--- config.mk ---
export PLATFORM = sky130hd
export DESIGN_NAME = remote_transmitter_flat
export DESIGN_NICKNAME = d
export VERILOG_FILES = /design/src/rtl/remote_pkg.sv /design/src/rtl/remote_transmitter_if.sv /design/src/rtl/remote_tx_shifter.sv /design/src/rtl/remote_transmitter.sv /design/src/flat_wrapper.sv
export SDC_FILE = /design/constraint.sdc
export NUM_CORES = 1
export LEC_CHECK = 0
export BUFFER_PORTS_ARGS = -buffer_cell sky130_fd_sc_hd__buf_2
export CORE_UTILIZATION = 60
export DETAILED_ROUTE_END_ITERATION = 12
export PLACE_DENSITY_LB_ADDON = 0.05
export SYNTH_ARGS = -nofsm -noshare
export SYNTH_HDL_FRONTEND = slang
export SYNTH_HIERARCHICAL = 1
export SYNTH_SLANG_ARGS = --single-unit
--- constraint.sdc ---
create_clock -name Clock -period 2.75 [get_ports Clock]
set_input_delay 0.55 -clock Clock [delete_from_list [all_inputs] [get_ports Clock]]
set_output_delay 0.55 -clock Clock [all_outputs]
set_load 0.02 [all_outputs]
--- src/rtl/remote_pkg.sv ---
// Shared definitions for the remote-control link (transmitter and RemoteController).
package remote_pkg;

  localparam int unsigned FRAME_BITS = 32;
  localparam logic        LEAD_LEVEL = 1'b0;
  localparam logic        IDLE_LEVEL = 1'b1;

  localparam logic [2:0] StIdle = 3'd0;
  localparam logic [2:0] StLead = 3'd1;
  localparam logic [2:0] StData = 3'd2;
  localparam logic [2:0] StStop = 3'd3;
  localparam logic [2:0] StGap  = 3'd4;

  function automatic logic [FRAME_BITS-1:0] build_frame(input logic [15:0] custom,
                                                        input logic [7:0]  key);
    return {custom, key, ~key};
  endfunction

endpackage

--- src/rtl/remote_transmitter_if.sv ---
// Request/line bundle between a frame source and the remote transmitter.
interface remote_transmitter_if;
  logic [7:0] Tecla;
  logic       Send;
  logic       Serial;
  logic       Busy;
  logic       Done;

  modport master (output Tecla, Send, input Serial, Busy, Done);
  modport slave  (input Tecla, Send, output Serial, Busy, Done);
endinterface

--- src/rtl/remote_tx_shifter.sv ---
// 32-bit load/shift-left frame register exposing its MSB and a count of bits shifted out.
module remote_tx_shifter
  import remote_pkg::*;
(
  input  logic                  clk,
  input  logic                  rst_n,
  input  logic                  load,
  input  logic                  shift,
  input  logic [FRAME_BITS-1:0] frame,
  output logic                  msb,
  output logic [5:0]            count
);

  logic [FRAME_BITS-1:0] data_q;
  logic [5:0]            count_q;

  always_ff @(posedge clk) begin
    if (!rst_n) begin
      data_q  <= '0;
      count_q <= '0;
    end else if (load) begin
      data_q  <= frame;
      count_q <= '0;
    end else if (shift) begin
      data_q  <= {data_q[FRAME_BITS-2:0], 1'b0};
      count_q <= count_q + 6'd1;
    end
  end

  assign msb   = data_q[FRAME_BITS-1];
  assign count = count_q;

endmodule

--- src/rtl/remote_transmitter.sv ---
// Remote-control frame transmitter: lead 0, {custom, key, ~key} MSB first, then a guard gap.
// Build option REMOTE_TX_AUTOREPEAT_EN: a held Send re-sends the last key after each gap.
module remote_transmitter
  import remote_pkg::*;
#(
  parameter logic [15:0] CUSTOM_CODE = 16'hFFFF,
  parameter int unsigned GAP_CYCLES  = 8
) (
  input logic                 Clock,
  input logic                 Reset,
  remote_transmitter_if.slave bus
);

  localparam logic [7:0] GapLast = 8'(GAP_CYCLES - 1);

  logic [2:0] state_q, state_d;
  logic [7:0] gap_q, gap_d;
  logic       send_q;
  logic       serial_q, busy_q, done_q;
  logic       accept, load, shift, msb;
  logic [5:0] bit_cnt;
  logic [7:0] key_sel;

`ifdef REMOTE_TX_AUTOREPEAT_EN
  logic       held_q;
  logic [7:0] key_q;

  // held_q marks Send continuously high since the last accepted frame.
  assign accept  = (state_q == StIdle) && bus.Send && (!send_q || held_q);
  assign key_sel = held_q ? key_q : bus.Tecla;

  always_ff @(posedge Clock) begin
    if (!Reset) begin
      held_q <= 1'b0;
      key_q  <= '0;
    end else begin
      held_q <= bus.Send && (held_q || accept);
      if (accept) key_q <= key_sel;
    end
  end
`else
  assign accept  = (state_q == StIdle) && bus.Send && !send_q;
  assign key_sel = bus.Tecla;
`endif

  remote_tx_shifter u_shifter (
    .clk   (Clock),
    .rst_n (Reset),
    .load  (load),
    .shift (shift),
    .frame (build_frame(CUSTOM_CODE, key_sel)),
    .msb   (msb),
    .count (bit_cnt)
  );

  always_comb begin
    state_d = state_q;
    gap_d   = gap_q;
    load    = 1'b0;
    shift   = 1'b0;
    case (state_q)
      StIdle: begin
        if (accept) begin
          load    = 1'b1;
          state_d = StLead;
        end
      end
      StLead: state_d = StData;
      StData: begin
        shift = 1'b1;
        if (bit_cnt == 6'(FRAME_BITS - 1)) state_d = StStop;
      end
      StStop: begin
        gap_d   = '0;
        state_d = StGap;
      end
      StGap: begin
        gap_d = gap_q + 8'd1;
        if (gap_q == GapLast) state_d = StIdle;
      end
      default: state_d = StIdle;
    endcase
  end

  // Outputs are registered from the current state, so the line lags the FSM by one cycle.
  always_ff @(posedge Clock) begin
    if (!Reset) begin
      state_q  <= StIdle;
      gap_q    <= '0;
      send_q   <= 1'b0;
      serial_q <= IDLE_LEVEL;
      busy_q   <= 1'b0;
      done_q   <= 1'b0;
    end else begin
      state_q  <= state_d;
      gap_q    <= gap_d;
      send_q   <= bus.Send;
      busy_q   <= (state_q != StIdle);
      done_q   <= (state_q == StStop);
      serial_q <= (state_q == StLead) ? LEAD_LEVEL :
                  (state_q == StData) ? msb        : IDLE_LEVEL;
    end
  end

  assign bus.Serial = serial_q;
  assign bus.Busy   = busy_q;
  assign bus.Done   = done_q;

endmodule

--- src/flat_wrapper.sv ---
// flat-port wrapper written by rule: the top's interface ports become plain ports
module remote_transmitter_flat import remote_pkg::*;
#(
  parameter logic [15:0] CUSTOM_CODE = 16'hFFFF,
  parameter int unsigned GAP_CYCLES  = 8
)
  (Clock, Reset, bus_Tecla, bus_Send, bus_Serial, bus_Busy, bus_Done);
  remote_transmitter_if bus_i ();
  input logic Clock;
  input logic Reset;
  input wire logic [$bits(bus_i.Tecla)-1:0] bus_Tecla;
  input wire logic [$bits(bus_i.Send)-1:0] bus_Send;
  output wire logic [$bits(bus_i.Serial)-1:0] bus_Serial;
  output wire logic [$bits(bus_i.Busy)-1:0] bus_Busy;
  output wire logic [$bits(bus_i.Done)-1:0] bus_Done;
  assign bus_i.Tecla = bus_Tecla;
  assign bus_i.Send = bus_Send;
  assign bus_Serial = bus_i.Serial;
  assign bus_Busy = bus_i.Busy;
  assign bus_Done = bus_i.Done;
  remote_transmitter #(.CUSTOM_CODE(CUSTOM_CODE), .GAP_CYCLES(GAP_CYCLES)) u_core (.Clock(Clock), .Reset(Reset), .bus(bus_i));
endmodule
==> impl_results.md <==
* Outcome: finished clean
* Num ports at 14
* Clk buf depth at 2
* Max Fclk at 498 MHz
* Residual DRC count at 0
* Area delta synth->final at 8.39%
* Top cells by area, synth: dfxtp_1 (43%), mux2i_1 (14%), o211a_1 (13%)
* Pre-Repair DR Iteration Count at 4
* Yosys top cell area share at between 40% and 50%
* Adder-cell share of the synthesized area at around 1%
* Hpwl dp at roughly 2.7 mm
* Post-synth EDFFs at 0
* Core Region at 0.00377 mm²
* Post-synthesis compound-gate area fraction at 19.3%
* DR vias at between 1.5k and 2k
* CTS Root Cell: clkbuf_8
* Max Fanout on Critical Path at 40
* Ys flop type: dfxtp_1
* Cell count after synthesis at around 260
* Share of layout cells above drive strength 1 at between 10% and 20%
* PD cells at around 810 mW/mm²
* Die Y at about 66 µm
* Worst-path clk slew at about 0.090 ns
* Main combinational cell family by area after synthesis: compound AO/OA/AOI/OAI gates
* WP buf/inv at 2
* Worst Path Required at around 3.0 ns
* Netlist Area Pre-Place at between 0.002 and 0.0025 mm²
* Max-cap violations at 0
* Min cycle time layout at 2.01 ns
* Most common cell in the synthesized netlist: dfxtp_1
* Initial antenna violation count at 0
* Slew Limit Fails at 0
* WL/cell at 12.4 µm
* Worst EP arrival at 2.26 ns
* Worst-path cell chain: nor4_1 > inv_2 > buf_4 > nand2_1 > o211a_1
* Rows at 22
* RSZ-0062 raised after global routing: false
* Diode count at 0
* Dominant cell type by area after synthesis: dfxtp_1
* Die ar. at 0.00434 mm²
* Synth cell count leaders: dfxtp_1 (53), nand2_1 (36), mux2i_1 (33), o211a_1 (31), a21oi_1 (12)
* Largest delay contributor family on the critical path: buffers and inverters
* GRT overflow at 0
* Post-layout util at between 70% and 80%
* CTS Hold Bufs at 0
* Starting DRT DRC Count at 130
* Gr usage total at approximately a fifth
* Largest net degree at the start of global routing at just over 40
* H-tree depth at 2
* Final wirelength at 4.04 mm
* Global-route wire length before repair at around 6.9 mm
* Final setup vio count at 0
* Post_cts resized at 0
* Hold/Removal Path Class: in2reg
* Worst stage delay on the critical path at roughly 0.55 ns
* Post-synthesis mux area share at a little over an eighth
* I/O Buffers at 13
* Routed vias/inst at roughly 5.4
* Number of global-route vias before repair at between 1.5k and 2k
* Max-slew headroom at 60.8%
* Post-Synth XOR/XNOR Area at 1.79%
* Final GP Congestion at around 0.86
* Die width at between 60 and 70 µm
* Mean Syn Cell Area at between 9 and 10 µm²
* Setup_tns at 0 ns
* Antenna Violating Nets Remaining at 0
* Max VDD drop at between 0.0004 and 0.0005 V
* Number of clock sinks at 53
* Yosys reg bits at 53
* CTS tree: built
* Nets at between 200 and 300
* Static leakage at approximately 1.3 nW
* Yosys warnings at 6
* Critical-path top delay cell: nor4_1
* Hold Vio Cnt, Final at 0
* Later-pin clock latency in the skew report at between 0.3 and 0.4 ns
* Fin crit share at 73.0%
* Async S/R FF share, synth at 0%
* Seq/Total Area, Yosys at between 40 and 50%
* Setup crit start kind: flip-flop
* Crit. End Element: flip-flop
* Worst Tran Pin Value at between 0.5 and 0.6 ns
* Simple-gate share of the synthesized area at ~15%
* Setup Skew at around 0.0047 ns
* Initial core utilization at 64.9%
* Post-CTS Setup Inserts at 0
* Inserted Clock Buffers at 5
* Synth cell types at 40
* Kind of critical path: reg2reg
cell type report:
class / instances / area [µm²]
Multi-Input combinational cell: 188 / 1310
Fill cell: 294 / 1120
Sequential cell: 53 / 1060
Timing Repair Buffer: 17 / 95.1
Clock buffer: 6 / 72.6
Tap cell: 48 / 60.1
Inverter: 12 / 45.0
Clock inverter: 2 / 10.0
cell families (layout without fill, tap and decap cells):
family	count (synthesis)	after routing
compound gates	57	57
xor+xnor	5	5
fa+ha+maj	2	2
buf+inv	30	37
flops	53	53
mux	33	33
other cells	1	16
simple gates	75	75
path summary, 6_finish.rpt:
check	cells past startpoint	endpoint	start	slack, ns
worst max-delay path	5	u_core/u_shifter/data_q[30]	u_core/state_q[2]	0.74
worst max register to register	5	u_core/u_shifter/data_q[30]	u_core/state_q[2]	0.74
worst min register to register	2	u_core/u_shifter/count[5]	u_core/u_shifter/count[5]	0.49
worst min-delay path	2	u_core/send_q	bus_Send	0.47
sequential cells by signal, summed over array words and instances, names as in the netlist:
| name | flops |
|---|---|
| u_core/send_q | 1 |
| u_core/bus.Serial | 1 |
| u_core/bus.Busy | 1 |
| u_core/bus.Done | 1 |
| u_core/gap_q | 8 |
| u_core/u_shifter/data_q | 32 |
| u_core/state_q | 3 |
| u_core/u_shifter/count | 6 |
layout by cell type (no fill, tap or decap), types with 4 or more instances in the layout:
| cell type | n |
|---|---|
| or3_1 | 4 |
| nor3_1 | 5 |
| nor2_1 | 10 |
| o211a_1 | 31 |
| conb_1 | 16 |
| a21oi_1 | 12 |
| clkbuf_8 | 5 |
| nand2_1 | 36 |
| buf_4 | 4 |
| mux2i_1 | 33 |
| dfxtp_1 | 53 |
| inv_1 | 10 |
| o21ai_0 | 4 |
| buf_2 | 13 |
per-stage QoR:
| step | total power [W] | cells | area (µm²) | hold WS (ns) | setup slack [ns] |
|---|---|---|---|---|---|
| floorplan | 0.00167 | 271 | 2500 | 0.458 | 1.10 |
| global placement | 0.00175 | 318 | 2570 | 0.476 | 0.686 |
| detailed placement | 0.00176 | 318 | 2570 | 0.481 | 0.608 |
| CTS | 0.00218 | 326 | 2650 | 0.462 | 0.715 |
| global route | 0.00231 | 326 | 2650 | 0.463 | 0.498 |
| finish | 0.00216 | 326 | 2650 | 0.470 | 0.743 |
report_power, final:
group	internal, W	leakage (nW)	switching, W	total, W
logic	0.000336	0.837	0.000367	0.000703
registers	0.000925	0.434	0.000113	0.00104
clock network	0.000177	0.0450	0.000242	0.000419
total	0.00144	1.32	0.000722	0.00216
metal layers:
layer / share of wire (%) / GRT usage, % / vias up
met5: 0 / 0 / -
met4: 1.7 / 8.42 / 0
met3: 2.9 / 4.48 / 7
met2: 43 / 29.8 / 17
met1: 53 / 28.2 / 787
li1: - / - / 950
(Power assumes the default switching activity.)
